## src/rtl/dpi_rec_sched.sv

```systemverilog
// Six-channel record scheduler: samples rx/tx lane data, k-flags and valids into per-channel
// slots, then serialises them round-robin onto a ready/valid record port. Optional macro: DPI_SCHED_CHG_EN.
module dpi_rec_sched #(
  parameter int LANS  = 4,
  parameter int WIDTH = 32'h0004_4444
) (
  input  logic                               clk,
  input  logic                               rst,
  input  logic                               cap_en,
  input  logic [5:0]                         ch_mask,
  input  logic [LANS*(WIDTH>>16)*8-1:0]      rdat,
  input  logic [LANS*(WIDTH>>16)*8-1:0]      tdat,
  input  logic [LANS*(WIDTH>>16)-1:0]        rdatk,
  input  logic [LANS*(WIDTH>>16)-1:0]        tdatk,
  input  logic [LANS-1:0]                    rdatv,
  input  logic [LANS-1:0]                    tdatv,
  output logic                               rec_valid,
  input  logic                               rec_ready,
  output logic [63:0]                        rec_time,
  output logic [5:0]                         rec_type,
  output logic [127:0]                       rec_data,
  output logic [31:0]                        drop_cnt,
  output logic                               busy
);

  localparam int NCH = 6;

  logic [63:0]  cnt_r;
  logic [5:0]   pend_r;
  logic [127:0] slot_data_r [NCH];
  logic [63:0]  slot_time_r [NCH];
  logic [2:0]   rr_ptr_r;
  logic         rec_valid_r;
  logic [63:0]  rec_time_r;
  logic [5:0]   rec_type_r;
  logic [127:0] rec_data_r;
  logic [31:0]  drop_cnt_r;

  logic [127:0] ch_val_s [NCH];
  logic [5:0]   chg_s;
  logic [5:0]   samp_s;
  logic [5:0]   drop_s;
  logic [5:0]   acc_s;
  logic [5:0]   grant_oh_s;
  logic [2:0]   grant_idx_s;
  logic         found_s;
  logic         can_load_s;
  logic         grant_s;
  logic [2:0]   ndrop_s;
  logic [32:0]  drop_sum_s;
  int           cand_s;

  // Channel values, zero-extended to the record width.
  always_comb begin
    ch_val_s[0] = 128'(rdat);
    ch_val_s[1] = 128'(rdatk);
    ch_val_s[2] = 128'(rdatv);
    ch_val_s[3] = 128'(tdat);
    ch_val_s[4] = 128'(tdatk);
    ch_val_s[5] = 128'(tdatv);
  end

`ifdef DPI_SCHED_CHG_EN
  logic [127:0] last_r [NCH];
  logic [5:0]   seen_r;

  // A channel qualifies on its first sample after reset or when its value moved.
  always_comb begin
    chg_s = 6'h00;
    for (int i = 0; i < NCH; i++) begin
      chg_s[i] = !seen_r[i] || (ch_val_s[i] != last_r[i]);
    end
  end

  // Last-sampled value per channel, updated on every sample including dropped ones.
  always_ff @(posedge clk) begin
    if (rst) begin
      seen_r <= 6'h00;
      for (int i = 0; i < NCH; i++) last_r[i] <= 128'h0;
    end else begin
      for (int i = 0; i < NCH; i++) begin
        if (samp_s[i]) begin
          seen_r[i] <= 1'b1;
          last_r[i] <= ch_val_s[i];
        end else begin
          seen_r[i] <= seen_r[i];
          last_r[i] <= last_r[i];
        end
      end
    end
  end
`else
  assign chg_s = 6'h3F;
`endif

  // Round-robin search over pending slots starting at the pointer.
  always_comb begin
    found_s     = 1'b0;
    grant_idx_s = 3'd0;
    cand_s      = 0;
    for (int k = 0; k < NCH; k++) begin
      cand_s = int'(rr_ptr_r) + k;
      if (cand_s >= NCH) cand_s = cand_s - NCH;
      else               cand_s = cand_s;
      if (!found_s && pend_r[cand_s]) begin
        found_s     = 1'b1;
        grant_idx_s = 3'(cand_s);
      end else begin
        found_s = found_s;
      end
    end
  end

  assign can_load_s = !rec_valid_r || rec_ready;
  assign grant_s    = found_s && can_load_s;
  assign samp_s     = cap_en ? (ch_mask & chg_s) : 6'h00;

  // A sample into a slot that stays pending this cycle is lost; a slot being granted may refill.
  always_comb begin
    grant_oh_s = 6'h00;
    ndrop_s    = 3'd0;
    for (int i = 0; i < NCH; i++) begin
      grant_oh_s[i] = grant_s && (grant_idx_s == 3'(i));
    end
    drop_s = samp_s & pend_r & ~grant_oh_s;
    acc_s  = samp_s & ~drop_s;
    for (int i = 0; i < NCH; i++) begin
      ndrop_s = ndrop_s + {2'b00, drop_s[i]};
    end
    drop_sum_s = {1'b0, drop_cnt_r} + {30'd0, ndrop_s};
  end

  // Free-running cycle stamp and saturating drop counter.
  always_ff @(posedge clk) begin
    if (rst) begin
      cnt_r      <= 64'd0;
      drop_cnt_r <= 32'd0;
    end else begin
      cnt_r      <= cnt_r + 64'd1;
      drop_cnt_r <= drop_sum_s[32] ? 32'hFFFF_FFFF : drop_sum_s[31:0];
    end
  end

  // Per-channel pending slots.
  always_ff @(posedge clk) begin
    if (rst) begin
      pend_r <= 6'h00;
      for (int i = 0; i < NCH; i++) begin
        slot_data_r[i] <= 128'h0;
        slot_time_r[i] <= 64'd0;
      end
    end else begin
      for (int i = 0; i < NCH; i++) begin
        if (acc_s[i]) begin
          pend_r[i]      <= 1'b1;
          slot_data_r[i] <= ch_val_s[i];
          slot_time_r[i] <= cnt_r;
        end else if (grant_oh_s[i]) begin
          pend_r[i]      <= 1'b0;
          slot_data_r[i] <= slot_data_r[i];
          slot_time_r[i] <= slot_time_r[i];
        end else begin
          pend_r[i]      <= pend_r[i];
          slot_data_r[i] <= slot_data_r[i];
          slot_time_r[i] <= slot_time_r[i];
        end
      end
    end
  end

  // Output record register and round-robin pointer.
  always_ff @(posedge clk) begin
    if (rst) begin
      rec_valid_r <= 1'b0;
      rec_time_r  <= 64'd0;
      rec_type_r  <= 6'd0;
      rec_data_r  <= 128'h0;
      rr_ptr_r    <= 3'd0;
    end else if (grant_s) begin
      rec_valid_r <= 1'b1;
      rec_time_r  <= slot_time_r[grant_idx_s];
      rec_type_r  <= {3'b000, grant_idx_s};
      rec_data_r  <= slot_data_r[grant_idx_s];
      rr_ptr_r    <= (grant_idx_s == 3'd5) ? 3'd0 : grant_idx_s + 3'd1;
    end else if (rec_valid_r && rec_ready) begin
      rec_valid_r <= 1'b0;
    end else begin
      rec_valid_r <= rec_valid_r;
    end
  end

  assign rec_valid = rec_valid_r;
  assign rec_time  = rec_time_r;
  assign rec_type  = rec_type_r;
  assign rec_data  = rec_data_r;
  assign drop_cnt  = drop_cnt_r;
  assign busy      = (|pend_r) || rec_valid_r;

endmodule

```

## config.mk

```make
export PLATFORM = sky130hd
export DESIGN_NAME = dpi_rec_sched
export DESIGN_NICKNAME = d
export VERILOG_FILES = /design/src/rtl/dpi_rec_sched.sv
export SDC_FILE = /design/constraint.sdc
export NUM_CORES = 1
export LEC_CHECK = 0
export CORE_MARGIN = 2
export CORE_UTILIZATION = 56
export CTS_BUF_LIST = sky130_fd_sc_hd__clkbuf_8 sky130_fd_sc_hd__clkbuf_16
export DETAILED_ROUTE_END_ITERATION = 8
export GPL_ROUTABILITY_DRIVEN = 0
export PLACE_DENSITY_LB_ADDON = 0.3
export SKIP_CTS_REPAIR_TIMING = 1
export SLEW_MARGIN = 30
export SYNTH_ARGS = -nofsm -noshare
export SYNTH_HDL_FRONTEND = slang
export SYNTH_SLANG_ARGS = --single-unit
```

## constraint.sdc

```tcl
create_clock -name clk -period 9.65 [get_ports clk]
set_clock_uncertainty 0.05 [all_clocks]
set_input_delay 1.93 -clock clk [delete_from_list [all_inputs] [get_ports clk]]
set_output_delay 1.93 -clock clk [all_outputs]
set_load 0.01 [all_outputs]
```

==> metrics.md, run 1 <==
| Metric | Value |
|---|---|
| First-pass detailed-route iteration total | 6 |
| First-pass GRT wire length | 185,300 um |
| Netlist Area Pre-Place | 0.04159 mm^2 |
| Worst Hold Class | reg2reg |
| Starting Density | 56.81% |
| GRT Resource Usage Total | 31.61% |
| Status | complete, no violations |
| Met3 WL | 11,570 um |
| Post-Route WL | 123,300 um |
| Die Height | 276.5 um |
| Share of layout cells above drive strength 1 | 8.454% |
| Die Area | 0.07646 mm^2 |
| Min Tclk post-route | 8.553 ns |
| Post-synthesis sequential area ratio | 63.59% |
| Worst EP arrival | 9.07 ns |
| Nets | 4,262 |
| Post-synthesis register bit count | 981 |
| Routed wl met2 | 61,740 um |
| H-Tree Depth | 3 |
| Placed Area | 0.04771 mm^2 |
| Detailed Route Iter0 Violations | 2,959 |
| Pwr Density | 321.4 mW/mm^2 |
| Peak supply drop | 0.6122 mV |
| Worst hold margin | 0.4030 ns |
| Vias per cell | 6.076 |
| Netlist cell types | 77 |
| HPWL after DPL | 72,280 um |
| RSZ-0062 raised after global routing | no |
| Rows | 99 |
| WL/cell | 24.64 um |
| Grt total ovfl | 0 |
| CP required | 10.17 ns |
| Worst-Margin Slew | 1.040 ns |
| Crit Path Class | reg2reg |
| Post-synthesis cell count | 3,510 |
| I/O Pins | 538 |
| Sink Count | 981 |
| Final hold vios | 0 |
| Die Width | 276.5 um |
| # fillers | 5,132 |
| Synthesized area per cell | 11.85 um^2 |
| Post-synth EDFFs | 680 |
| Initial antenna violation count | 28 |
| Final Instance Area | 0.05109 mm^2 |
| Via count | 30,410 |
| Max-cap violations | 0 |
| Largest net degree at the start of global routing | 112 |
| Multi-input logic area | 0.01411 mm^2 |
| DRC | 0 |
| CTS tree | done |
| Headroom to the max-slew limit | 30.69% |
| Port Buffers | 534 |
| CTS max path bufs | 3 |
| Clock Tree Root | clkbuf_16 |
| DP Cell Count | 4,796 |
| Crit share post-route | 88.63% |
| CTS Buf Count | 98 |
| Fmax | 0.1169 GHz |
| Core box area | 0.07321 mm^2 |
| Met1 wire length | 44,440 um |
| Ys async rst share | 0% |
| Pleak | 0.01819 uW |
| Synthesis-to-finish area growth | 22.85% |
| Crit end category | register |
| Post-route ant nets | 0 |
| Worst-Skew Late Latency | 0.66 ns |
| Crit-path max FO | 21 |
| Vias in the first global route | 30,840 |
| Final setup fails | 0 |
| Non-filler cells in the finished layout | 5,004 |
| Max Slew Vio Count | 0 |
| YS warnings | 0 |
| Primary FF master, synth | edfxtp_1 |
| Startpoint types | register |
| Storage element area | 0.02645 mm^2 |
| Clk slew on worst S/H paths | 0.07 ns |
| DR top layer | met5 |
| Setup TNS | 0 ns |
## layer usage
layer | up-vias | GRT usage (%)
li1 | 13570 | -
met1 | 14980 | 37.73
met2 | 1562 | 53.83
met3 | 285 | 7.369
met4 | 8 | 15.68
met5 | - | 0
## through the flow
stage          total power, uW  utilization [%]  worst slack, ns
5_1_grt                  17080            69.78           0.4080
3_5_place_dp             12540            65.18           0.9190
3_3_place_gp             12290            64.98            1.129
6_report                 16420            69.79            1.098
4_1_cts                  16380            69.67           0.8750
2_1_floorplan             9825                -            1.082
## layout by cell type (no fill, tap or decap), types with 13 or more instances in the layout
cell type	count
o21ai_0	52
ha_1	14
a2111oi_0	68
and2_1	411
nand3_1	35
a211oi_1	207
clkdlybuf4s50_1	533
a21o_1	15
or3_1	15
mux2_2	70
nand2b_1	67
xor2_1	54
nand4_1	26
and3_1	87
clkbuf_8	21
clkbuf_16	100
mux2i_1	20
dfxtp_1	300
buf_4	28
nor3_1	17
nor3b_2	18
xnor2_1	28
diode_2	23
a22o_1	13
nand2_1	236
a21oi_1	137
edfxtp_1	680
inv_1	50
nor2_1	413
a22oi_1	114
clkinv_2	15
## Yosys cell counts, drive strengths merged (55+ instances only)
library cell | count | area (um^2)
edfxtp | 680 | 20420
nor2 | 416 | 1562
and2 | 411 | 2571
dfxtp | 301 | 6026
nand2 | 239 | 897.1
a211oi | 207 | 1554
clkbuf | 166 | 623.1
a21oi | 138 | 701.9
a22oi | 114 | 855.8
buf | 88 | 500.5
and3 | 87 | 544.3
nand2b | 73 | 456.7
mux2 | 71 | 799.5
a2111oi | 68 | 595.6
o21ai | 61 | 309.0
xor2 | 55 | 489.2
## worst paths after layout
check,from,endpoint,slack (ns),cells after the start
hold / removal,rec_data[42],rec_data[42],0.40,2
setup / recovery,rr_ptr_r[0],drop_cnt[0],1.10,24
setup reg to reg,rr_ptr_r[0],drop_cnt[0],1.10,24
hold reg to reg,rec_data[42],rec_data[42],0.40,2
## kinds of logic (layout without fill, tap and decap cells)
family                     Yosys count  count (layout)  share of synthesized area [%]
DFF                                981             981                          63.59
buffers and inverters              282             792                          2.954
AOI/OAI and AO/OA                  662             662                          11.29
and+or+nand+nor                   1389            1389                          17.21
other                                1              26                       0.009017
muxes                               94              94                          2.566
adders and majority gates           18              18                         0.6137
xor gates and xnor gates            83              83                          1.766
## flip-flops by register name (all words and copies together), names as in the netlist
register     cells
drop_cnt        32
cnt_r           64
slot_time_r    384
rec_data       128
pend_r           6
rec_time        64
rr_ptr_r         3
rec_valid        1
rec_type         3
slot_data_r    296
## cell type report
| cell class | instances | area share [%] |
|---|---|---|
| diodes | 23 | 0.1127 |
| clock buffers | 121 | 5.464 |
| clock inverters | 63 | 0.9747 |
| inverters | 28 | 0.2057 |
| multi-input cells | 2249 | 27.62 |
| flip-flops and latches | 981 | 51.76 |
| well taps | 959 | 2.349 |
| repair buffers | 580 | 11.51 |
## worst max-delay path, stage by stage, from the launching register on
cell      delay [ns]
dfxtp_2         0.69
inv_1           0.13
ha_1            0.63
inv_1           0.21
ha_1            0.27
a211o_1         0.28
a21oi_1         0.26
o211ai_2        0.18
o21bai_1        0.33
o31a_1          0.37
nand4_1         0.28
o41ai_4         0.49
nor2_1          0.12
fa_1            0.48
fa_1            0.58
fa_1            0.22
fa_1            0.21
a21o_1          0.15
nor2b_1         0.36
and3_1          0.34
and4_1          0.28
nor3b_1         0.51
nand2_1         0.52
buf_4           0.36
a21oi_1         0.16
## power breakdown
group	total (uW)	switching, uW	leakage (uW)	internal [uW]
combinational	7090	4600	0.00681	2490
sequential	5490	323	0.00967	5170
clock	3840	1630	0.00170	2210
total	16400	6550	0.0182	9870
No activity file was read; power rests on OpenSTA's default activity.
==> run 2: changes to the inputs <==
- CORE_UTILIZATION: 56 -> 57
- CTS_BUF_LIST: sky130_fd_sc_hd__clkbuf_8 sky130_fd_sc_hd__clkbuf_16 -> sky130_fd_sc_hd__clkbuf_8
==> metrics.md, run 2 (synthesized netlist as in run 1, its figures left out) <==
| Metric | Value |
|---|---|
| Status | complete, no violations |
| Synthesis-to-finish area growth | 22.43% |
| Grt total ovfl | 0 |
| WL/cell | 23.85 um |
| Peak supply drop | 0.5294 mV |
| Via count | 30,370 |
| Vias per cell | 5.938 |
| Port Buffers | 534 |
| Max Slew Vio Count | 0 |
| Vias in the first global route | 30,540 |
| CTS max path bufs | 3 |
| Pleak | 0.01833 uW |
| Crit end category | register |
| Headroom to the max-slew limit | 32.79% |
| Crit share post-route | 88.25% |
| Fmax | 0.1174 GHz |
| Worst-Skew Late Latency | 0.81 ns |
| Pwr Density | 315.5 mW/mm^2 |
| Max-cap violations | 0 |
| I/O Pins | 538 |
| Cell internal pwr | 9491 uW |
| Post-Route WL | 122,000 um |
| Die Area | 0.07514 mm^2 |
| Clock Tree Root | clkbuf_8 |
| Worst Hold Class | reg2reg |
| Share of layout cells above drive strength 1 | 9.586% |
| Crit-path max FO | 21 |
| Clk pwr share | 21.9% |
| Final hold vios | 0 |
| Multi-input logic area | 0.01411 mm^2 |
| Biggest register | slot_time_r |
| Comb pwr share | 44.0% |
| Sink Count | 981 |
| DRC | 0 |
| Slowest stage delay, CP | 0.68 ns |
| Worst-Margin Slew | 1.003 ns |
| Storage element area | 0.02645 mm^2 |
| Startpoint types | register |
| Initial antenna violation count | 29 |
| H-Tree Depth | 4 |
| CP most frequent cell | fa_1 |
| Clk slew on worst S/H paths | 0.06 ns |
| Core box area | 0.07259 mm^2 |
| Commonest non-fill, non-tap cells in the layout | 680 x edfxtp_1, 533 x clkdlybuf4s50_1, 413 x nor2_1 |
| CP required | 10.30 ns |
| Starting Density | 57.29% |
| Final setup fails | 0 |
| CP bufs+invs | 3 |
| HPWL after DPL | 70,830 um |
| First-pass detailed-route iteration total | 6 |
| CTS tree | done |
| Nets | 4,321 |
| Crit path max-delay family | simple AND/OR/NAND/NOR gates |
| Min Tclk post-route | 8.516 ns |
| Most common cell after layout, fill and taps aside | edfxtp_1 |
| # fillers | 5,125 |
| Slowest stage cell, crit path | dfxtp_2 |
| Crit Path Class | reg2reg |
| Net Switching | 6575 uW |
| Crit path cell chain | inv_1 -> ha_1 -> inv_1 -> ha_1 -> a211o_1 -> or4_1 -> o211ai_2 -> nor3_1 -> o221a_1 -> o31a_2 -> o41ai_4 -> nor2_1 -> fa_1 -> fa_1 -> fa_1 -> fa_1 -> a21o_1 -> nor2b_1 -> and3_1 -> and4_1 -> nor3b_1 -> nand2_1 -> buf_4 -> a21oi_1 |
| Die Height | 274.1 um |
| Post-route ant nets | 0 |
| Setup TNS | 0 ns |
| Worst EP arrival | 9.17 ns |
| Sequential power share | 34.1% |
| Switching share of power | 40.92% |
| Die Width | 274.1 um |
| Largest register FFs | 384 |
| First-pass GRT wire length | 181,800 um |
| Rows | 99 |
| CTS Buf Count | 159 |
| Detailed Route Iter0 Violations | 3,099 |
| RSZ-0062 raised after global routing | no |
| GRT Resource Usage Total | 32.19% |
| Layout Utilization | 70.15% |
| Largest net degree at the start of global routing | 183 |
## run 2: cell count changes in the layout (fill, tap and decap cells not counted), moves of 2 or more
cell / delta
clkbuf_8: +159
clkbuf_16: -100
inv_1: +47
clkinv_1: +7
buf_4: -3
nand2_4: -3
diode_2: +2
nand2_8: +2
nand3_2: +2
nand3_4: -2
## run 2: path summary, 6_finish.rpt
kind	from	endpoint	slack, ns	cells past startpoint
hold / removal	rec_data[38]	rec_data[38]	0.40	2
hold reg to reg	rec_data[38]	rec_data[38]	0.40	2
setup / recovery	rr_ptr_r[0]	drop_cnt[1]	1.13	24
setup reg to reg	rr_ptr_r[0]	drop_cnt[1]	1.13	24
## run 2: metal layers
metal,global-route usage (%),vias to the layer above,share of wire [%]
li1,-,13760,-
met1,39.07,14770,37
met2,52.68,1549,49
met3,8.932,293,9.8
met4,16.68,6,4.2
met5,0,-,0.032
## run 2: worst reg2reg max path: stages (launching register included)
cell and delay (ns):
dfxtp_2 0.68, inv_1 0.14, ha_1 0.63, inv_1 0.23
ha_1 0.27, a211o_1 0.27, or4_1 0.51, o211ai_2 0.13
nor3_1 0.14, o221a_1 0.32, o31a_2 0.37, o41ai_4 0.44
nor2_1 0.11, fa_1 0.47, fa_1 0.58, fa_1 0.21
fa_1 0.22, a21o_1 0.16, nor2b_1 0.33, and3_1 0.33
and4_1 0.27, nor3b_1 0.55, nand2_1 0.51, buf_4 0.36
a21oi_1 0.17
## run 2: final cells by class
cell class	count	area share (%)
antenna	25	0.1229
clock buffer	180	4.865
clock inverter	115	1.275
inverter	28	0.2064
multi-input combinational	2249	27.71
sequential	981	51.94
tap	959	2.357
timing repair buffer	578	11.53
## run 2: through the flow
stage	setup WS (ns)	hold WS [ns]	instances	area, um^2	power [uW]
floorplan	1.082	0.3835	3512	41600	9825
global route	0.3715	0.4195	5114	50920	16750
global placement	1.125	0.3825	4790	47540	12290
CTS	0.8364	0.3995	5090	50830	15990
finish	1.134	0.4004	5115	50920	16070
detailed placement	0.8619	0.3926	4795	47710	12500
## run 2: power by group through the flow
| stage | sequential (uW) | combinational [uW] | clock [uW] |
|---|---|---|---|
| 2_1_floorplan | 5650 | 4180 | 0 |
| 3_3_place_gp | 5530 | 6760 | 0 |
| 3_5_place_dp | 5560 | 6940 | 0 |
| 4_1_cts | 5480 | 6970 | 3540 |
| 5_1_grt | 5540 | 7480 | 3730 |
| 6_report | 5490 | 7070 | 3510 |
